## src/rtl/ae_pkg.sv

```systemverilog
// ae_pkg: state encoding and datapath width shared across the autoencoder datapath.
package ae_pkg;
    localparam logic [1:0] ST_IDLE   = 2'd0;
    localparam logic [1:0] ST_STREAM = 2'd1;
    localparam logic [1:0] ST_ADDR   = 2'd2;
    localparam int DATA_W_DEF = 16;
endpackage

```

## src/rtl/mux_n_1.sv

```systemverilog
// mux_n_1: combinational N:1 word selector over a flat bank; out-of-range index yields zero and o_hit=0.
module mux_n_1 import ae_pkg::*; #(
    parameter int DATA_W = DATA_W_DEF,
    parameter int N_CH   = 16,
    parameter int SEL_W  = $clog2(N_CH)
) (
    input  logic [N_CH*DATA_W-1:0] i_bank,
    input  logic [SEL_W-1:0]       i_sel,
    output logic [DATA_W-1:0]      o_data,
    output logic                   o_hit
);
    always_comb begin
        o_data = '0;
        o_hit  = 1'b0;
        for (int k = 0; k < N_CH; k++) begin
            if (i_sel == SEL_W'(k)) begin
                o_data = i_bank[k*DATA_W +: DATA_W];
                o_hit  = 1'b1;
            end
        end
    end
endmodule

```

## src/rtl/mux_seq_n.sv

```systemverilog
// mux_seq_n: registered N:1 channel selector with a vector buffer.
// Streams the captured vector in order (mode 0) or serves addressed reads (mode 1).
module mux_seq_n import ae_pkg::*; #(
    parameter int DATA_W = DATA_W_DEF,
    parameter int N_CH   = 16,
    parameter int SEL_W  = $clog2(N_CH)
) (
    input  logic                   clk,
    input  logic                   rst,
    input  logic [N_CH*DATA_W-1:0] i_in_flat,
    input  logic                   i_load_valid,
    output logic                   o_load_ready,
    input  logic                   i_load_mode,
    input  logic [SEL_W-1:0]       i_sel,
    input  logic                   i_sel_valid,
    output logic                   o_sel_ready,
    input  logic                   i_release,
    output logic [DATA_W-1:0]      o_out_data,
    output logic [SEL_W-1:0]       o_out_idx,
    output logic                   o_out_valid,
    input  logic                   i_out_ready,
    output logic                   o_out_last,
    output logic                   o_sel_err,
    output logic                   o_busy
);
    logic [1:0]             r_state;
    logic [N_CH*DATA_W-1:0] r_bank;
    logic [DATA_W-1:0]      r_data;
    logic [SEL_W-1:0]       r_idx;
    logic                   r_valid, r_last, r_err;
    logic [SEL_W-1:0]       w_next_idx, w_mux_sel;
    logic [DATA_W-1:0]      w_mux_data;
    logic                   w_hit, w_out_hs, w_sel_hs, w_load_hs;

    assign o_load_ready = r_state == ST_IDLE;
    assign o_sel_ready  = (r_state == ST_ADDR) & (!r_valid | i_out_ready);
    assign o_busy       = r_state != ST_IDLE;
    assign o_out_data   = r_data;
    assign o_out_idx    = r_idx;
    assign o_out_valid  = r_valid;
    assign o_out_last   = r_last;
    assign o_sel_err    = r_err;
    assign w_out_hs     = r_valid & i_out_ready;
    assign w_sel_hs     = i_sel_valid & o_sel_ready;
    assign w_load_hs    = i_load_valid & o_load_ready;
    assign w_next_idx   = r_idx + SEL_W'(1);
    // One selector serves both modes: the requested index in ADDR, the next stream index otherwise.
    assign w_mux_sel    = (r_state == ST_ADDR) ? i_sel : w_next_idx;

    mux_n_1 #(.DATA_W(DATA_W), .N_CH(N_CH), .SEL_W(SEL_W)) u_mux (
        .i_bank (r_bank),
        .i_sel  (w_mux_sel),
        .o_data (w_mux_data),
        .o_hit  (w_hit)
    );

    always_ff @(posedge clk)
        if (w_load_hs) r_bank <= i_in_flat;

    always_ff @(posedge clk) begin
        if (rst) begin
            r_state <= ST_IDLE;
            r_data  <= '0;
            r_idx   <= '0;
            r_valid <= 1'b0;
            r_last  <= 1'b0;
            r_err   <= 1'b0;
        end else if (w_load_hs) begin
            r_state <= i_load_mode ? ST_ADDR : ST_STREAM;
            r_valid <= !i_load_mode;
            r_data  <= i_in_flat[DATA_W-1:0];
            r_idx   <= '0;
            r_last  <= 1'b0;
            r_err   <= 1'b0;
        end else if (r_state == ST_STREAM && w_out_hs) begin
            if (r_last) begin
                r_state <= ST_IDLE;
                r_valid <= 1'b0;
                r_last  <= 1'b0;
            end else begin
                r_idx  <= w_next_idx;
                r_data <= w_mux_data;
                r_last <= w_next_idx == SEL_W'(N_CH-1);
            end
        end else if (w_sel_hs) begin
            r_valid <= 1'b1;
            r_idx   <= i_sel;
            r_data  <= w_mux_data;
            r_err   <= !w_hit;
        end else if (r_state == ST_ADDR) begin
            if (w_out_hs) begin
                r_valid <= 1'b0;
                r_err   <= 1'b0;
            end
            // Release only takes effect once no word is left waiting for the consumer.
            if (i_release && (!r_valid || i_out_ready)) r_state <= ST_IDLE;
        end
    end
endmodule

```

## config.mk

```make
export PLATFORM = sky130hd
export DESIGN_NAME = mux_seq_n
export DESIGN_NICKNAME = d
export VERILOG_FILES = /design/src/rtl/ae_pkg.sv /design/src/rtl/mux_n_1.sv /design/src/rtl/mux_seq_n.sv
export SDC_FILE = /design/constraint.sdc
export NUM_CORES = 1
export LEC_CHECK = 0
export CAP_MARGIN = 5
export CORE_MARGIN = 3
export CORE_UTILIZATION = 30
export CTS_CLUSTER_DIAMETER = 120
export DETAILED_ROUTE_END_ITERATION = 8
export GPL_TIMING_DRIVEN = 0
export HOLD_SLACK_MARGIN = 0.05
export PLACE_DENSITY = 0.64
export SYNTH_ARGS = -nofsm -noshare
export SYNTH_HDL_FRONTEND = slang
export SYNTH_HIERARCHICAL = 1
export SYNTH_SLANG_ARGS = --single-unit
```

## constraint.sdc

```tcl
create_clock -name clk -period 4.18 [get_ports clk]
set_clock_uncertainty 0.2 [all_clocks]
set_input_delay 0.836 -clock clk [delete_from_list [all_inputs] [get_ports clk]]
set_output_delay 0.836 -clock clk [all_outputs]
set_load 0.005 [all_outputs]
```

==> results of run 1 <==
-- final timing paths --
| kind | from | end | cells past startpoint |
|---|---|---|---|
| min | o_sel_err | o_sel_err | 2 |
| min reg2reg | o_sel_err | o_sel_err | 2 |
| max | r_state[0] | o_out_data[12] | 12 |
| max reg2reg | r_state[0] | o_out_data[12] | 12 |
-- synth_stat cells, types with 2 or more instances --
cell type / count / area, sq um
o2bb2ai_1: 4 / 35.0
nor4_2: 7 / 87.6
a211oi_1: 13 / 97.6
o32ai_1: 7 / 61.3
o211ai_1: 15 / 113
mux4_2: 18 / 405
o21a_1: 3 / 22.5
o221ai_1: 8 / 70.1
nor2b_1: 15 / 93.8
mux2_2: 5 / 56.3
buf_2: 22 / 110
dfxtp_1: 25 / 500
nor3_1: 24 / 120
or3_1: 2 / 12.5
clkbuf_1: 6 / 22.5
buf_6: 11 / 124
nor4_1: 9 / 56.3
inv_1: 11 / 41.3
nor3b_1: 5 / 37.5
a21o_1: 4 / 30.0
a2111oi_2: 4 / 60.1
buf_4: 14 / 105
a21oi_1: 40 / 200
a31oi_1: 11 / 68.8
nand3_1: 10 / 50.1
a22oi_1: 16 / 120
ha_1: 2 / 25.0
xnor2_1: 2 / 17.5
clkbuf_2: 2 / 10.0
nand2b_4: 2 / 27.5
nand2_1: 23 / 86.3
a32oi_1: 4 / 35.0
o21bai_1: 3 / 22.5
o21ai_1: 4 / 20.0
inv_2: 2 / 7.51
nor2_1: 68 / 255
mux2i_1: 22 / 220
o22ai_1: 18 / 113
nand2b_1: 15 / 93.8
o2bb2a_1: 3 / 30.0
edfxtp_1: 256 / 7690
o21ai_0: 33 / 165
-- stage by stage --
stage | hold WS (ps) | area [sq um] | worst slack, ps | power [mW] | cells
3_3_place_gp | 262 | 15300 | 18.8 | 4.51 | 1594
4_1_cts | 266 | 16400 | 617 | 7.38 | 1657
2_1_floorplan | 261 | 11800 | 1150 | 3.95 | 792
5_1_grt | 292 | 16500 | 322 | 7.58 | 1664
3_5_place_dp | 259 | 15400 | 278 | 4.53 | 1596
6_report | 261 | 16500 | 584 | 7.28 | 1665
-- per-layer routing --
| metal | track usage | part of all wire |
|---|---|---|
| met4 | 0.0750 | 0.032 |
| met1 | 0.221 | 0.40 |
| met5 | 0 | 0.0035 |
| met3 | 0.0565 | 0.093 |
| met2 | 0.283 | 0.47 |
-- layout make-up --
| cell class | instances | area (sq um) | area share |
|---|---|---|---|
| inverters | 13 | 48.8 | 0.00296 |
| plain buffers | 56 | 395 | 0.0240 |
| flip-flops and latches | 281 | 8190 | 0.497 |
| multi-input cells | 442 | 3140 | 0.190 |
| clock buffers | 43 | 948 | 0.0576 |
| repair buffers | 293 | 2970 | 0.180 |
| well taps | 511 | 639 | 0.0388 |
| clock inverters | 18 | 123 | 0.00745 |
| diodes | 8 | 20.0 | 0.00122 |
-- critical path, stage by stage, from the launching register on --
cell,delay [ps]
dfxtp_1,420
nand2b_4,190
clkbuf_1,350
nor2_1,80
a21oi_1,140
buf_2,290
buf_4,260
buf_2,300
buf_2,340
o21ai_0,200
a22oi_1,360
nor2_1,130
nor4_2,240
-- logic make-up (layout without fill, tap and decap cells) --
logic type / count (synthesis) / after routing / synth area share
and+or+nand+nor: 194 / 194 / 0.0893
AOI/OAI and AO/OA: 197 / 197 / 0.115
other: 1 / 9 / 0.000319
muxes: 45 / 45 / 0.0580
adders and majority gates: 2 / 2 / 0.00213
buffers and inverters: 69 / 423 / 0.0374
xor gates and xnor gates: 3 / 3 / 0.00223
DFF: 281 / 281 / 0.696
-- layout by cell type (no fill, tap or decap), types with 5 or more instances in the layout --
master,n
clkinv_1,5
a31oi_1,11
o21ai_0,33
clkbuf_16,37
buf_4,14
mux4_2,18
nand3_1,10
o22ai_1,18
dfxtp_1,25
nor3_1,24
mux2i_1,22
mux2_2,5
nor3b_1,5
clkbuf_1,12
nand2b_1,15
edfxtp_1,256
o32ai_1,7
clkdlybuf4s50_1,291
o221ai_1,8
a211oi_1,13
diode_2,8
a22oi_1,16
clkinv_2,7
nor2_1,68
o211ai_1,15
nor4_1,9
buf_6,10
nor2b_1,15
nand2_1,23
buf_2,22
inv_1,11
a21oi_1,40
nor4_2,7
-- flip-flops by register name, summed over array words and instances (netlist names) --
signal / flops
r_state: 2
r_bank: 256
o_out_idx: 4
o_out_last: 1
o_out_data: 16
o_out_valid: 1
o_sel_err: 1
-- where the power goes --
group	switching, mW	total [mW]	internal, mW
sequential	0.0663	3.39	3.32
combinational	0.555	1.08	0.525
clock	1.14	2.81	1.67
==> results_dict.tcl, run 1 <==
set metrics [dict create \
    worstPathMaxFanout 10 \
    finalCritPeriodShare 0.860 \
    dp.final_hpwl_um 28400 \
    dieArea_sq_um 41600 \
    clock-sinks 281 \
    drv_slew 0 \
    io_pins 293 \
    rows 71 \
    maxCapViolCount 0 \
    synthArstFlopShare 0 \
    cts_tree "built" \
    synth-seq-cells 281 \
    grt-ovfl-total 0 \
    p_leak_nw 5.59 \
    via_per_inst 4.95 \
    chipHeight_um 204 \
    crit_type "flop to flop" \
    synth_fp_nets 1061 \
    yosysSeqAreaShare 0.696 \
    via_count 8240 \
    worstMarginPinSlew_ps 869 \
    die_w_um 204 \
    path_clk_slew_ps 60 \
    status "finished clean" \
    post-route-util 0.431 \
    max_freq_ghz 0.278 \
    irDropWorstVdd_v 0.000271 \
    syn_inst 792 \
    drc 0 \
    fin_crit_ps 3600 \
    finalSetupViolations 0 \
    drtAntennaViolNets 0 \
    synth_cell_types 66 \
    grt_max_degree 110 \
    portBuffers 291 \
    htree_num_levels 2 \
    grt_pass1_vias 8525 \
    avgSynthCellArea_sq_um 14.9 \
    drive_gt1_frac 0.129 \
    coreArea_sq_um 38200 \
    hold_buffers 0 \
    area_growth_pct 40.0 \
    clock_latency_ps 520 \
    synth_edf_count 256 \
    slew_headroom 0.420 \
    arrival_ps 3840 \
    fillers 3545 \
    startpoint_type "flop" \
    antenna_found_initial 19 \
    synthFlopType "edfxtp_1" \
    cp-end-kind "flop" \
    syn_area_sq_um 11800 \
    grt_setup_unrepaired "no" \
    drtIter0Drc 516 \
    holdCritPathClass "flop to flop" \
    yosysWarnings 6 \
    cts-resized-gates 0 \
    cts_buffers 34 \
    drtPass1Iterations 5 \
    ff2ff_setup_slack_ps 580 \
    final.setup.tns_ps 0 \
    finalWeightedCongestion 0.870 \
    wl_um 37500 \
    pwr_density_cell_nw_per_um2 442 \
    wire_per_inst_um 22.5 \
    cts-root-buf "clkbuf_16" \
    grtUsageTotal 0.177 \
    postCtsSetupBuffers 0 \
    grt_pass1_wl_um 53100 \
    hold_viol 0 \
    finalNetCount 1390 \
    cts_buffer_depth 3 \
    worstPathRequired_ps 4420 \
    start_util 0.308 \
]
(Power assumes the default switching activity.)
==> inputs of run 2 (changes only) <==
--- a/config.mk
+++ b/config.mk
@@ -8,7 +8,7 @@
 export CAP_MARGIN = 5
 export CORE_MARGIN = 3
 export CORE_UTILIZATION = 30
-export CTS_CLUSTER_DIAMETER = 120
+export CTS_CLUSTER_DIAMETER = 150
 export DETAILED_ROUTE_END_ITERATION = 8
 export GPL_TIMING_DRIVEN = 0
 export HOLD_SLACK_MARGIN = 0.05
==> results of run 2 <==
Same layout as run 1: the final DEF is identical, and so are final timing and power.
